==> src/rtl/seg_scan_driver_if.sv <==
// Bundle of the display-driver signals between producer logic and the scan driver.
// Ports: master drives Load/Value/DP/Lz_en; slave (the driver) returns Seg/Dp_out/An/Frame.
// Latency: n/a (wires only). Backpressure: none; Load is fire-and-forget.
interface seg_scan_driver_if #(
  parameter int DIGITS = 4
);
  logic                  Load;
  logic [4*DIGITS-1:0]   Value;
  logic [DIGITS-1:0]     DP;
  logic                  Lz_en;
  logic [6:0]            Seg;
  logic                  Dp_out;
  logic [DIGITS-1:0]     An;
  logic                  Frame;

  modport master (
    output Load, Value, DP, Lz_en,
    input  Seg, Dp_out, An, Frame
  );

  modport slave (
    input  Load, Value, DP, Lz_en,
    output Seg, Dp_out, An, Frame
  );
endinterface

==> src/rtl/seg_scan_driver.sv <==
// Time-multiplexed 7-segment scan driver with frame-synchronous (tear-free) value updates.
// Ports: clk, rst (sync, active-high), bus (slave modport: Load/Value/DP/Lz_en in, Seg/Dp_out/An/Frame out).
// Latency: outputs registered, lag the scan index by 1 cycle. Backpressure: none; last Load before a frame boundary wins.
module seg_scan_driver #(
  parameter int DIGITS         = 4,
  parameter int DIV            = 50000,
  parameter bit SEG_ACTIVE_LOW = 1'b0,
  parameter bit AN_ACTIVE_LOW  = 1'b1
) (
  input  logic              clk,
  input  logic              rst,
  seg_scan_driver_if.slave  bus
);

  localparam int TW = (DIV > 1) ? $clog2(DIV) : 1;
  localparam int IW = (DIGITS > 1) ? $clog2(DIGITS) : 1;
  localparam logic [TW-1:0] TICK_LAST = TW'(DIV - 1);
  localparam logic [IW-1:0] IDX_LAST  = IW'(DIGITS - 1);

  logic [TW-1:0]          tick;
  logic [IW-1:0]          idx;
  logic [4*DIGITS-1:0]    disp_val;
  logic [DIGITS-1:0]      disp_dp;
  logic [4*DIGITS-1:0]    pend_val;
  logic [DIGITS-1:0]      pend_dp;
  logic                   pend;
  // Set on the boundary edge that swapped the display; becomes Frame one edge
  // later so the pulse coincides with the first output cycle of the new frame.
  logic                   upd;

  logic                   boundary;
  logic [3:0]             cur_nib;
  logic                   hi_zero;
  logic                   blank;
  logic [6:0]             seg_l;
  logic [DIGITS-1:0]      an_l;

  function automatic logic [6:0] hex7(input logic [3:0] n);
    case (n)
      4'h0: hex7 = 7'b1111110;
      4'h1: hex7 = 7'b0110000;
      4'h2: hex7 = 7'b1101101;
      4'h3: hex7 = 7'b1111001;
      4'h4: hex7 = 7'b0110011;
      4'h5: hex7 = 7'b1011011;
      4'h6: hex7 = 7'b1011111;
      4'h7: hex7 = 7'b1110000;
      4'h8: hex7 = 7'b1111111;
      4'h9: hex7 = 7'b1111011;
      4'hA: hex7 = 7'b1110111;
      4'hB: hex7 = 7'b0011111;
      4'hC: hex7 = 7'b1001110;
      4'hD: hex7 = 7'b0111101;
      4'hE: hex7 = 7'b1001111;
      default: hex7 = 7'b1000111;
    endcase
  endfunction

  assign boundary = (tick == TICK_LAST) && (idx == IDX_LAST);
  assign cur_nib  = disp_val[idx*4 +: 4];

  // The current digit and every more-significant digit are zero.
  always_comb begin
    hi_zero = 1'b1;
    for (int j = 0; j < DIGITS; j++) begin
      if ((j >= int'(idx)) && (disp_val[4*j +: 4] != 4'h0)) hi_zero = 1'b0;
    end
  end

  // Digit 0 is never blanked so a zero value still shows "0".
  assign blank = bus.Lz_en && (idx != '0) && hi_zero;
  assign seg_l = blank ? 7'b0000000 : hex7(cur_nib);
  assign an_l  = DIGITS'(1) << idx;

  always_ff @(posedge clk) begin
    if (rst) begin
      tick       <= '0;
      idx        <= '0;
      disp_val   <= '0;
      disp_dp    <= '0;
      pend_val   <= '0;
      pend_dp    <= '0;
      pend       <= 1'b0;
      upd        <= 1'b0;
      bus.Seg    <= {7{SEG_ACTIVE_LOW}};
      bus.Dp_out <= SEG_ACTIVE_LOW;
      bus.An     <= {DIGITS{AN_ACTIVE_LOW}};
      bus.Frame  <= 1'b0;
    end else begin
      if (tick == TICK_LAST) begin
        tick <= '0;
        idx  <= (idx == IDX_LAST) ? '0 : idx + IW'(1);
      end else begin
        tick <= tick + TW'(1);
      end

      upd <= 1'b0;
      if (boundary) begin
        // A Load on the boundary itself is newer than anything pending.
        if (bus.Load) begin
          disp_val <= bus.Value;
          disp_dp  <= bus.DP;
          pend     <= 1'b0;
          upd      <= 1'b1;
        end else if (pend) begin
          disp_val <= pend_val;
          disp_dp  <= pend_dp;
          pend     <= 1'b0;
          upd      <= 1'b1;
        end
      end else if (bus.Load) begin
        pend_val <= bus.Value;
        pend_dp  <= bus.DP;
        pend     <= 1'b1;
      end

      bus.Seg    <= seg_l ^ {7{SEG_ACTIVE_LOW}};
      bus.Dp_out <= disp_dp[idx] ^ SEG_ACTIVE_LOW;
      bus.An     <= an_l ^ {DIGITS{AN_ACTIVE_LOW}};
      bus.Frame  <= upd;
    end
  end

endmodule
==> src/flat_wrapper.sv <==
// flat-port wrapper written by rule: the top's interface ports become plain ports
module seg_scan_driver_flat 
#(
  parameter int DIGITS         = 4,
  parameter int DIV            = 50000,
  parameter bit SEG_ACTIVE_LOW = 1'b0,
  parameter bit AN_ACTIVE_LOW  = 1'b1
)
  (clk, rst, bus_Load, bus_Value, bus_DP, bus_Lz_en, bus_Seg, bus_Dp_out, bus_An, bus_Frame);
  seg_scan_driver_if #(.DIGITS(DIGITS)) bus_i ();
  input  logic clk;
  input  logic rst;
  input wire logic [$bits(bus_i.Load)-1:0] bus_Load;
  input wire logic [$bits(bus_i.Value)-1:0] bus_Value;
  input wire logic [$bits(bus_i.DP)-1:0] bus_DP;
  input wire logic [$bits(bus_i.Lz_en)-1:0] bus_Lz_en;
  output wire logic [$bits(bus_i.Seg)-1:0] bus_Seg;
  output wire logic [$bits(bus_i.Dp_out)-1:0] bus_Dp_out;
  output wire logic [$bits(bus_i.An)-1:0] bus_An;
  output wire logic [$bits(bus_i.Frame)-1:0] bus_Frame;
  assign bus_i.Load = bus_Load;
  assign bus_i.Value = bus_Value;
  assign bus_i.DP = bus_DP;
  assign bus_i.Lz_en = bus_Lz_en;
  assign bus_Seg = bus_i.Seg;
  assign bus_Dp_out = bus_i.Dp_out;
  assign bus_An = bus_i.An;
  assign bus_Frame = bus_i.Frame;
  seg_scan_driver #(.DIGITS(DIGITS), .DIV(DIV), .SEG_ACTIVE_LOW(SEG_ACTIVE_LOW), .AN_ACTIVE_LOW(AN_ACTIVE_LOW)) u_core (.clk(clk), .rst(rst), .bus(bus_i));
endmodule
==> config.mk <==
export PLATFORM = sky130hd
export DESIGN_NAME = seg_scan_driver_flat
export DESIGN_NICKNAME = d
export VERILOG_FILES = /design/src/rtl/seg_scan_driver_if.sv /design/src/rtl/seg_scan_driver.sv /design/src/flat_wrapper.sv
export SDC_FILE = /design/constraint.sdc
export NUM_CORES = 1
export LEC_CHECK = 0
export ABC_AREA = 1
export BUFFER_PORTS_ARGS = -buffer_cell sky130_fd_sc_hd__buf_2
export CORE_AREA = 2 2 75 112
export DETAILED_ROUTE_END_ITERATION = 7
export DIE_AREA = 0 0 77 114
export PLACE_DENSITY = 0.76
export SLEW_MARGIN = 20
export SYNTH_ARGS = -nofsm -noshare
export SYNTH_HDL_FRONTEND = slang
export SYNTH_SLANG_ARGS = --single-unit
==> constraint.sdc <==
create_clock -name clk -period 2.4 [get_ports clk]
set_input_delay 0.48 -clock clk [delete_from_list [all_inputs] [get_ports clk]]
set_output_delay 0.48 -clock clk [all_outputs]
set_load 0.03 [all_outputs]
==> results of run 1 <==
-- routing by layer --
layer | share of wire (%) | GRT usage, % | vias up
met1 | 43 | 19.7 | 1480
met4 | 2.6 | 10.1 | 0
met2 | 50 | 33.2 | 57
met5 | 0 | 0 | -
met3 | 3.9 | 4.27 | 19
li1 | - | - | 1723
-- synthesized netlist by cell type, drive strengths merged --
| cell | instances |
|---|---|
| nor2 | 109 |
| nand3 | 22 |
| buf | 19 |
| inv | 48 |
| dfxtp | 73 |
| nand3b | 22 |
| o21ai | 11 |
| clkbuf | 3 |
| xnor2 | 1 |
| mux2 | 20 |
| ha | 13 |
| a32oi | 1 |
| or2 | 4 |
| nor3 | 5 |
| nor3b | 1 |
| nand2 | 123 |
| nand2b | 1 |
| xor2 | 4 |
| nand4 | 4 |
| a21oi | 40 |
| clkinv | 1 |
| o21a | 1 |
-- logic make-up (layout without fill, tap and decap cells) --
family          after synthesis  in the layout  synth area share, %
buf+inv                      71            107                 8.23
flops                        73             73                 38.5
xor+xnor                      5              5                 1.15
compound gates               53             53                 7.15
simple gates                291            291                 34.8
fa+ha+maj                    13             13                 4.28
mux                          20             20                 5.93
-- power by group through the flow --
stage	clock (mW)	combinational, mW	sequential (mW)
2_1_floorplan	0	0.117	1.30
3_3_place_gp	0	0.174	1.29
3_5_place_dp	0	0.180	1.29
4_1_cts	1.30	0.182	1.26
5_1_grt	1.35	0.200	1.27
6_report	1.27	0.179	1.26
-- path summary, 6_finish.rpt --
check	start	end	slack (ns)
max	u_core.idx[0]	u_core.bus.Seg[3]	0.31
min	rst	u_core.bus.Frame	0.39
max reg2reg	u_core.idx[0]	u_core.bus.Seg[3]	0.31
min reg2reg	u_core.upd	u_core.bus.Frame	0.42
-- area by class of cell --
cell class              count  area (um^2)  share of cell area [%]
multi-input cells         382         2020                    46.7
flip-flops and latches     73         1460                    33.7
clock buffers              12          267                    6.15
repair buffers             42          238                    5.49
inverters                  49          184                    4.25
well taps                 105          131                    3.03
clock inverters             4         26.3                   0.607
-- flip-flops by register name, summed over array words and instances (netlist names) --
register and flops:
u_core.pend_dp 4, u_core.bus.Seg 7, u_core.idx 2, u_core.bus.Dp_out 1, u_core.pend_val 16, u_core.bus.An 4
u_core.disp_dp 4, u_core.bus.Frame 1, u_core.pend 1, u_core.tick 16, u_core.upd 1, u_core.disp_val 16
==> results.md, run 1 <==
* Crit path max-delay family: flip-flops
* Dpl cell area at 0.00404 mm^2
* Most common cell after layout, fill and taps aside: nand2_1
* Startpoint Class: flip-flop
* First-pass GRT wire length at 13.2 mm
* Die height at 114 um
* Post-Layout Inst Area at 0.00433 mm^2
* Combinational power share at 6.6%
* CP dominant cell by count: nand2_1
* Share of cells above drive strength 1 at 17.4%
* Placed Cells at 651
* Final Core Density at 54.8%
* # clock sinks at 73
* TNS Setup at 0 ns
* Root Driver: clkbuf_16
* Syn Nets at 563
* Core Footprint at 0.00791 mm^2
* Post-DP HPWL at 5.49 mm
* Final Max Slew Viols at 0
* Pleak at 1.99 nW
* Max FO, Critical Path at 18
* Tightest Hold Check Type: primary input to flip-flop
* Wirelength per Cell at 11.4 um
* GRT Residual Overflow at 0
* Fin cells at 667
* Largest net degree at the start of global routing at 42
* Area Growth Syn to Fin at 14.0%
* WL final at 7.60 mm
* Sequential share of power at 46.6%
* Port Buffers at 36
* DRC at 0
* RSZ-0062 raised after global routing: no
* NetSw at 601 uW
* Maximum vdd drop at 0.353 mV
* Min Tclk post-route at 2.09 ns
* Most frequent cells in the layout: nand2_1 (118), nor2_1 (106), dfxtp_1 (73)
* CTS buffer count at 9
* Final worst slack at 0.310 ns
* Via count at 3279
* Syn Std Cell Area at 0.00380 mm^2
* CP peak stage delay at 0.70 ns
* Clock Skews at 0.00399 ns
* GPL Wtd Cong at 0.916
* Period utilization at 87.1%
* Syn_area_per_cell at 7.22 um^2
* Status: finished, final reports clean
* Clock Power Share at 46.8%
* Num rows at 40
* CTS tree: built
* Highest Clock Rate at 0.478 GHz
* Place WS at 0.325 ns
* Pwr/cell area at 626 mW/mm^2
* Final net count at 594
* Vias per inst at 4.92
* Routed Antenna Nets at 0
* Worst reg2reg path depth at 8
* Antenna diodes at 0
* Hold_buf cts at 0
* Yosys warning total at 0
* Sw Share at 22.1%
* Number of DRC markers in iteration 0 at 159
* WP buf/inv at 1
* Filler cells at 787
* Register area share after synthesis at 38.5%
* Crit path capture type: flip-flop
* Worst hold slack at 0.392 ns
* Maxcap violations at 0
* Starting Density at 48.0%
* Final Hold Fails at 0
* Kind of critical path: flip-flop to flip-flop
* Initial antenna violation count at 0
* Hold Crit Depth at 2
* CP Cell Sequence: nand2_1 -> a32oi_1 -> inv_1 -> ha_1 -> nand2_1 -> nand2_1 -> nor2_1 -> nor2_1
* CP arrival at 2.31 ns
* Die ar. at 0.00878 mm^2
* Clock-pin transition on the worst setup and hold timing paths at 0.06 ns
* Unique cell type count in the Yosys netlist at 36
* Number of synthesized register bits at 73
* Clock Path Buffers at 2
* Worst-Skew Late Latency at 0.33 ns
* P_int at 2.11 mW
* Ranking of synthesized cells by area: dfxtp_1 (38%), nand2_1 (12%), nor2_1 (10%)
* Share of the synthesized area in the top cell type at 38.5%
* CP max stage cell: dfxtp_1
* Synthesized instance count at 526
* CTS HTree Levels at 3
* Iteration count of the initial detailed-routing pass at 4
* Critical Path Stages at 8
* Req. time, crit path at 2.62 ns
* Post-cts sizing count at 0
* Vias in the first global route at 3153
* Final setup vio count at 0
* Rel. slew slack at 59.8%
* Die Wd at 77 um
* Final Total Pwr at 2.71 mW
* I/O pin total at 37
* Cell taking the most area after synthesis: dfxtp_1
* Setup bufs post-CTS at 0
* Measured slew at the worst slew-check pin at 0.603 ns
* GRT Util Overall at 18.4%
(Power assumes the default switching activity.)
==> inputs of run 2 (changes only) <==
--- a/config.mk
+++ b/config.mk
@@ -11,7 +11,6 @@
 export DETAILED_ROUTE_END_ITERATION = 7
 export DIE_AREA = 0 0 77 114
 export PLACE_DENSITY = 0.76
-export SLEW_MARGIN = 20
 export SYNTH_ARGS = -nofsm -noshare
 export SYNTH_HDL_FRONTEND = slang
 export SYNTH_SLANG_ARGS = --single-unit
==> constraint.sdc (replaced) <==
create_clock -name clk -period 2.4 [get_ports clk]
set_input_delay 0 -clock clk [delete_from_list [all_inputs] [get_ports clk]]
set_output_delay 0 -clock clk [all_outputs]
set_load 0.03 [all_outputs]
==> run 2 against run 1 <==
Worst hold slack got worse by 0.39 ns; combinational power increased by 7%; utilization increased by 2.2 points; flip-flop and latch count unchanged; critical path depth unchanged; non-clock buffer count increased by 13; clock-buffer cell count decreased by 1; sequential share of layout area decreased by 1.3 points; highest routed layer unchanged.
==> results.md, run 2 (synthesis results as in run 1) <==
* Maxcap violations at 0 (unchanged)
* Startpoint Class: flip-flop (unchanged)
* Period utilization at 85.6% (was 87.1%)
* Number of DRC markers in iteration 0 at 182 (was 159)
* Measured slew at the worst slew-check pin at 0.581 ns (was 0.603 ns)
* Iteration count of the initial detailed-routing pass at 4 (unchanged)
* Port Buffers at 36 (unchanged)
* Post-DP HPWL at 5.38 mm (was 5.49 mm)
* Most frequent cells in the layout: nand2_1 (118), nor2_1 (106), dfxtp_1 (73) (unchanged)
* CP dominant cell by count: nand2_1 (unchanged)
* Status: finished, final reports clean (unchanged)
* Share of cells above drive strength 1 at 16.5% (was 17.4%)
* Top Registers: u_core.disp_val x16, u_core.pend_val x16, u_core.tick x16 (unchanged)
* Num rows at 40 (unchanged)
* Hold_buf cts at 15 (was 0)
* DRC at 0 (unchanged)
* Die Wd at 77 um (unchanged)
* Vias in the first global route at 3126 (was 3153)
* Dpl cell area at 0.00401 mm^2 (was 0.00404 mm^2)
* TNS Setup at 0 ns (unchanged)
* Root Driver: clkbuf_16 (unchanged)
* Highest Clock Rate at 0.487 GHz (was 0.478 GHz)
* Min Tclk post-route at 2.05 ns (was 2.09 ns)
* Final net count at 607 (was 594)
* Rel. slew slack at 61.2% (was 59.8%)
* GRT Util Overall at 19.0% (was 18.4%)
* Clock-pin transition on the worst setup and hold timing paths at 0.05 ns (was 0.06 ns)
* WL final at 7.69 mm (was 7.60 mm)
* Die ar. at 0.00878 mm^2 (unchanged)
* Worst hold slack at 0.00335 ns (was 0.392 ns)
* Post-cts sizing count at 0 (unchanged)
* Routed Antenna Nets at 0 (unchanged)
* CTS tree: built (unchanged)
* CTS HTree Levels at 3 (unchanged)
* I/O pin total at 37 (unchanged)
* Core Footprint at 0.00791 mm^2 (unchanged)
* Die height at 114 um (unchanged)
* Starting Density at 48.0% (unchanged)
* First-pass GRT wire length at 13.5 mm (was 13.2 mm)
* GPL Wtd Cong at 0.907 (was 0.916)
* Clock Skews at 0.00316 ns (was 0.00399 ns)
* CP Cell Sequence: nand2_1 -> a32oi_1 -> inv_1 -> ha_1 -> nand2_1 -> nand2_1 -> nor2_1 -> nor2_1 (unchanged)
* Kind of critical path: flip-flop to flip-flop (unchanged)
* Largest net degree at the start of global routing at 44 (was 42)
* Post-Layout Inst Area at 0.00451 mm^2 (was 0.00433 mm^2)
* Req. time, crit path at 2.63 ns (was 2.62 ns)
* Setup bufs post-CTS at 0 (unchanged)
* GRT Residual Overflow at 0 (unchanged)
* CTS buffer count at 9 (unchanged)
* RSZ-0062 raised after global routing: no (unchanged)
* Antenna diodes at 0 (unchanged)
* Tightest Hold Check Type: primary input to flip-flop (unchanged)
* Max FO, Critical Path at 18 (unchanged)
* # clock sinks at 73 (unchanged)
* Pleak at 2.06 nW (was 1.99 nW)
* Vias per inst at 4.80 (was 4.92)
* Fin cells at 680 (was 667)
* Area Growth Syn to Fin at 18.6% (was 14.0%)
* Most common cell after layout, fill and taps aside: nand2_1 (unchanged)
* Maximum vdd drop at 0.371 mV (was 0.353 mV)
* Final setup vio count at 0 (unchanged)
* Final Max Slew Viols at 0 (unchanged)
* Crit path capture type: flip-flop (unchanged)
* Initial antenna violation count at 0 (unchanged)
* Final Hold Fails at 0 (unchanged)
* CP max stage cell: dfxtp_1 (unchanged)
* Final worst slack at 0.346 ns (was 0.310 ns)
* Clock Path Buffers at 2 (unchanged)
* Via count at 3264 (was 3279)
* Wirelength per Cell at 11.3 um (was 11.4 um)
* Worst-Skew Late Latency at 0.33 ns (about the same)
* Place WS at 0.373 ns (was 0.325 ns)
* CP peak stage delay at 0.69 ns (was 0.70 ns)
* Placed Cells at 649 (was 651)
* CP arrival at 2.29 ns (was 2.31 ns)
* Pwr/cell area at 663 mW/mm^2 (was 626 mW/mm^2)
[run 2: cell count changes in the layout (fill, tap and decap cells not counted)]
| cell | previous run | this run |
|---|---|---|
| dlygate4sd3_1 | 0 | 15 |
| bufinv_16 | 0 | 3 |
| buf_4 | 5 | 4 |
| clkinv_2 | 2 | 1 |
| clkbuf_1 | 0 | 1 |
| buf_12 | 1 | 0 |
| clkbuf_8 | 3 | 1 |
| clkinv_4 | 1 | 0 |
[run 2: where the power goes]
part / switching (mW) / leakage [nW] / internal, mW
sequential: 0.0156 / 0.597 / 1.25
combinational: 0.0972 / 1.30 / 0.0951
clock: 0.494 / 0.166 / 1.04
[run 2: worst paths after layout]
check	start	endpoint	slack (ns)	cells past startpoint
max	u_core.idx[0]	u_core.bus.Seg[3]	0.35	8
max reg2reg	u_core.idx[0]	u_core.bus.Seg[3]	0.35	8
min	bus_Value[12]	u_core.pend_val[12]	0.003	4
min reg2reg	u_core.upd	u_core.bus.Frame	0.41	2
[run 2: area by class of cell]
type	instances	area (um^2)
Multi-Input combinational cell	382	2020
Clock buffer	11	243
Inverter	49	184
Timing Repair Buffer	55	360
Sequential cell	73	1460
Clock inverter	5	103
Tap cell	105	131
Fill cell	776	3400
[run 2: critical path: cells and delay by family, from the launching register on]
| kind | cells | cell delay (ns) |
|---|---|---|
| AOI/OAI and AO/OA | 1 | 0.40 |
| adders and majority gates | 1 | 0.32 |
| and+or+nand+nor | 5 | 0.38 |
| buffers and inverters | 1 | 0.17 |
| DFF | 1 | 0.69 |
[run 2: stage by stage]
step	utilization (%)	total power, mW
finish	57.0	2.99
global route	57.0	3.11
CTS	57.0	3.02
detailed placement	50.7	1.46
global placement	50.7	1.46
floorplan	-	1.42
[run 2: per-layer routing]
layer	vias up	GRT usage (%)	share of wire, %
li1	1756	-	-
met1	1437	22.3	43
met2	56	31.2	50
met3	15	5.06	4.0
met4	0	11.5	2.9
met5	-	0	0
==> inputs of run 3 (changes only) <==
--- a/config.mk
+++ b/config.mk
@@ -8,6 +8,7 @@
 export ABC_AREA = 1
 export BUFFER_PORTS_ARGS = -buffer_cell sky130_fd_sc_hd__buf_2
 export CORE_AREA = 2 2 75 112
+export CTS_BUF_LIST = sky130_fd_sc_hd__clkbuf_4 sky130_fd_sc_hd__clkbuf_8 sky130_fd_sc_hd__clkbuf_16
 export DETAILED_ROUTE_END_ITERATION = 7
 export DIE_AREA = 0 0 77 114
 export PLACE_DENSITY = 0.76
==> constraint.sdc (replaced) <==
create_clock -name clk -period 2.1 [get_ports clk]
set_input_delay 0 -clock clk [delete_from_list [all_inputs] [get_ports clk]]
set_output_delay 0 -clock clk [all_outputs]
set_load 0.03 [all_outputs]
==> run 3 against run 2 <==
Sequential share of layout area about the same; combinational power increased by 20%; first-iteration DRC count increased by 12%; wire length increased by 0.51%; non-clock buffer count increased by 7; register-to-register slack got worse by 0.14 ns; largest cell class unchanged; via count increased by 1.3%; clock power decreased by 8%.
==> results.md, run 3 (synthesis results as in run 1) <==
* CP arrival at 2.16 ns (was 2.29 ns)
* Maximum vdd drop at 0.442 mV (was 0.371 mV)
* TNS Setup at 0 ns (unchanged)
* Status: finished, final reports clean (unchanged)
* Starting Density at 48.0% (unchanged)
* Wirelength per Cell at 11.3 um (about the same)
* Pleak at 2.07 nW (was 2.06 nW)
* Die height at 114 um (unchanged)
* Final setup vio count at 0 (unchanged)
* First-pass GRT wire length at 13.5 mm (about the same)
* Filler cells at 778 (was 776)
* Tightest Hold Check Type: primary input to flip-flop (unchanged)
* CP peak stage delay at 0.38 ns (was 0.69 ns)
* RSZ-0062 raised after global routing: no (unchanged)
* Final Core Density at 57.0% (about the same)
* Maxcap violations at 0 (unchanged)
* Most common cell after layout, fill and taps aside: nand2_1 (unchanged)
* GRT Residual Overflow at 0 (unchanged)
* CTS HTree Levels at 3 (unchanged)
* Final Max Slew Viols at 0 (unchanged)
* GPL Wtd Cong at 0.885 (was 0.907)
* Pwr/cell area at 680 mW/mm^2 (was 663 mW/mm^2)
* Clock-pin transition on the worst setup and hold timing paths at 0.06 ns (was 0.05 ns)
* CP Cell Sequence: buf_4 -> a21oi_1 -> o21ai_0 -> nand2_1 -> clkinv_1 -> ha_1 -> nand3b_1 -> nand2_1 -> nor2_1 -> nor2_1 (was nand2_1 -> a32oi_1 -> inv_1 -> ha_1 -> nand2_1 -> nand2_1 -> nor2_1 -> nor2_1)
* Req. time, crit path at 2.37 ns (was 2.63 ns)
* Die Wd at 77 um (unchanged)
* Final net count at 614 (was 607)
* I/O pin total at 37 (unchanged)
* Initial antenna violation count at 0 (unchanged)
* Period utilization at 90.1% (was 85.6%)
* Core Footprint at 0.00791 mm^2 (unchanged)
* Crit path capture type: flip-flop (unchanged)
* Measured slew at the worst slew-check pin at 0.446 ns (was 0.581 ns)
* Startpoint Class: flip-flop (unchanged)
* Highest Clock Rate at 0.529 GHz (was 0.487 GHz)
* Largest net degree at the start of global routing at 42 (was 44)
* Routed Antenna Nets at 0 (unchanged)
* Flop2flop setup slack at 0.21 ns (was 0.35 ns)
* Via count at 3306 (was 3264)
* Share of cells above drive strength 1 at 17.2% (was 16.5%)
* Clock Skews at 0.00696 ns (was 0.00316 ns)
* Most frequent cells in the layout: nand2_1 (118), nor2_1 (106), dfxtp_1 (71) (was nand2_1 (118), nor2_1 (106), dfxtp_1 (73))
* Antenna diodes at 0 (unchanged)
* Post-DP HPWL at 5.37 mm (was 5.38 mm)
* Num rows at 40 (unchanged)
* Vias in the first global route at 3220 (was 3126)
* Kind of critical path: flip-flop to flip-flop (unchanged)
* CP max stage cell: dfxtp_2 (was dfxtp_1)
* GRT Util Overall at 19.0% (about the same)
* Number of DRC markers in iteration 0 at 204 (was 182)
* Max FO, Critical Path at 11 (was 18)
* DRC at 0 (unchanged)
* CTS buffer count at 9 (unchanged)
* Port Buffers at 36 (unchanged)
* Vias per inst at 4.82 (was 4.80)
* Clock Path Buffers at 2 (unchanged)
* CTS tree: built (unchanged)
* Worst-Skew Late Latency at 0.34 ns (was 0.33 ns)
* Top Registers: u_core.disp_val x16, u_core.pend_val x16, u_core.tick x16 (unchanged)
* Rel. slew slack at 70.3% (was 61.2%)
* WL final at 7.73 mm (was 7.69 mm)
* Area Growth Syn to Fin at 18.7% (was 18.6%)
* Final Hold Fails at 0 (unchanged)
* Die ar. at 0.00878 mm^2 (unchanged)
* Root Driver: clkbuf_16 (unchanged)
* Min Tclk post-route at 1.89 ns (was 2.05 ns)
* Iteration count of the initial detailed-routing pass at 5 (was 4)
* # clock sinks at 73 (unchanged)
run 3: cell types whose count changed in the layout (fill, tap and decap cells not counted):
cell           previous run  this run
clkbuf_1                  1         0
dfxtp_1                  73        71
buf_12                    0         1
bufinv_16                 3         0
dfxtp_2                   0         2
clkbuf_4                  0         2
buf_4                     4         6
clkinv_2                  1         2
dlygate4sd3_1            15        19
run 3: metrics by stage:
stage	cell area [um^2]	instances	setup WS, ns	power (mW)	hold slack [ns]
floorplan	3800	526	0.269	1.62	0.0691
global placement	4050	652	0.307	1.67	0.258
detailed placement	4050	652	0.122	1.68	0.258
CTS	4510	686	0.0946	3.11	0.00471
global route	4510	686	0.0226	3.19	0.0423
finish	4510	686	0.208	3.07	0.00687
run 3: timing repair:
action | in CTS | in global routing
resized for setup | 0 | 2
setup buffers | 0 | 0
endpoints found under the hold margin | 22 | 0
hold buffers | 19 | 0
endpoints found under the setup margin | 0 | 3
run 3: worst max-delay path, delay by kind of cell (launching register included):
family | cells | cell delay (ns)
adder cells (fa/ha/maj) | 1 | 0.24
flip-flops | 1 | 0.38
buffers and inverters | 2 | 0.35
AND/OR/NAND/NOR | 5 | 0.62
AO/OA/AOI/OAI | 2 | 0.23
run 3: metal layers:
| metal | track usage, % | part of all wire, % | vias to the layer above | wire (um) |
|---|---|---|---|---|
| li1 | - | - | 1768 | - |
| met4 | 9.52 | 1.8 | 0 | 141 |
| met5 | 0 | 0 | - | 0 |
| met1 | 21.6 | 44 | 1466 | 3410 |
| met3 | 4.67 | 3.2 | 11 | 244 |
| met2 | 33.0 | 51 | 61 | 3930 |
run 3: worst paths after layout:
| check | start | end | cells after the start |
|---|---|---|---|
| worst min register to register | u_core.upd | u_core.bus.Frame | 2 |
| worst max-delay path | u_core.idx[0] | u_core.bus.Seg[1] | 10 |
| worst max register to register | u_core.idx[0] | u_core.bus.Seg[1] | 10 |
| worst min-delay path | bus_Value[3] | u_core.pend_val[3] | 4 |
run 3: cell type report:
class                   instances  area, um^2  area share (%)
clock buffers                  12         254            5.63
clock inverters                 3        17.5           0.388
inverters                      49         184            4.08
multi-input cells             382        2020            44.9
flip-flops and latches         73        1460            32.5
well taps                     105         131            2.91
repair buffers                 62         435            9.65
run 3: where the power goes:
| part | internal, mW | switching, mW | total, mW |
|---|---|---|---|
| clock network | 0.846 | 0.549 | 1.40 |
| registers | 1.43 | 0.0172 | 1.44 |
| logic | 0.118 | 0.113 | 0.231 |
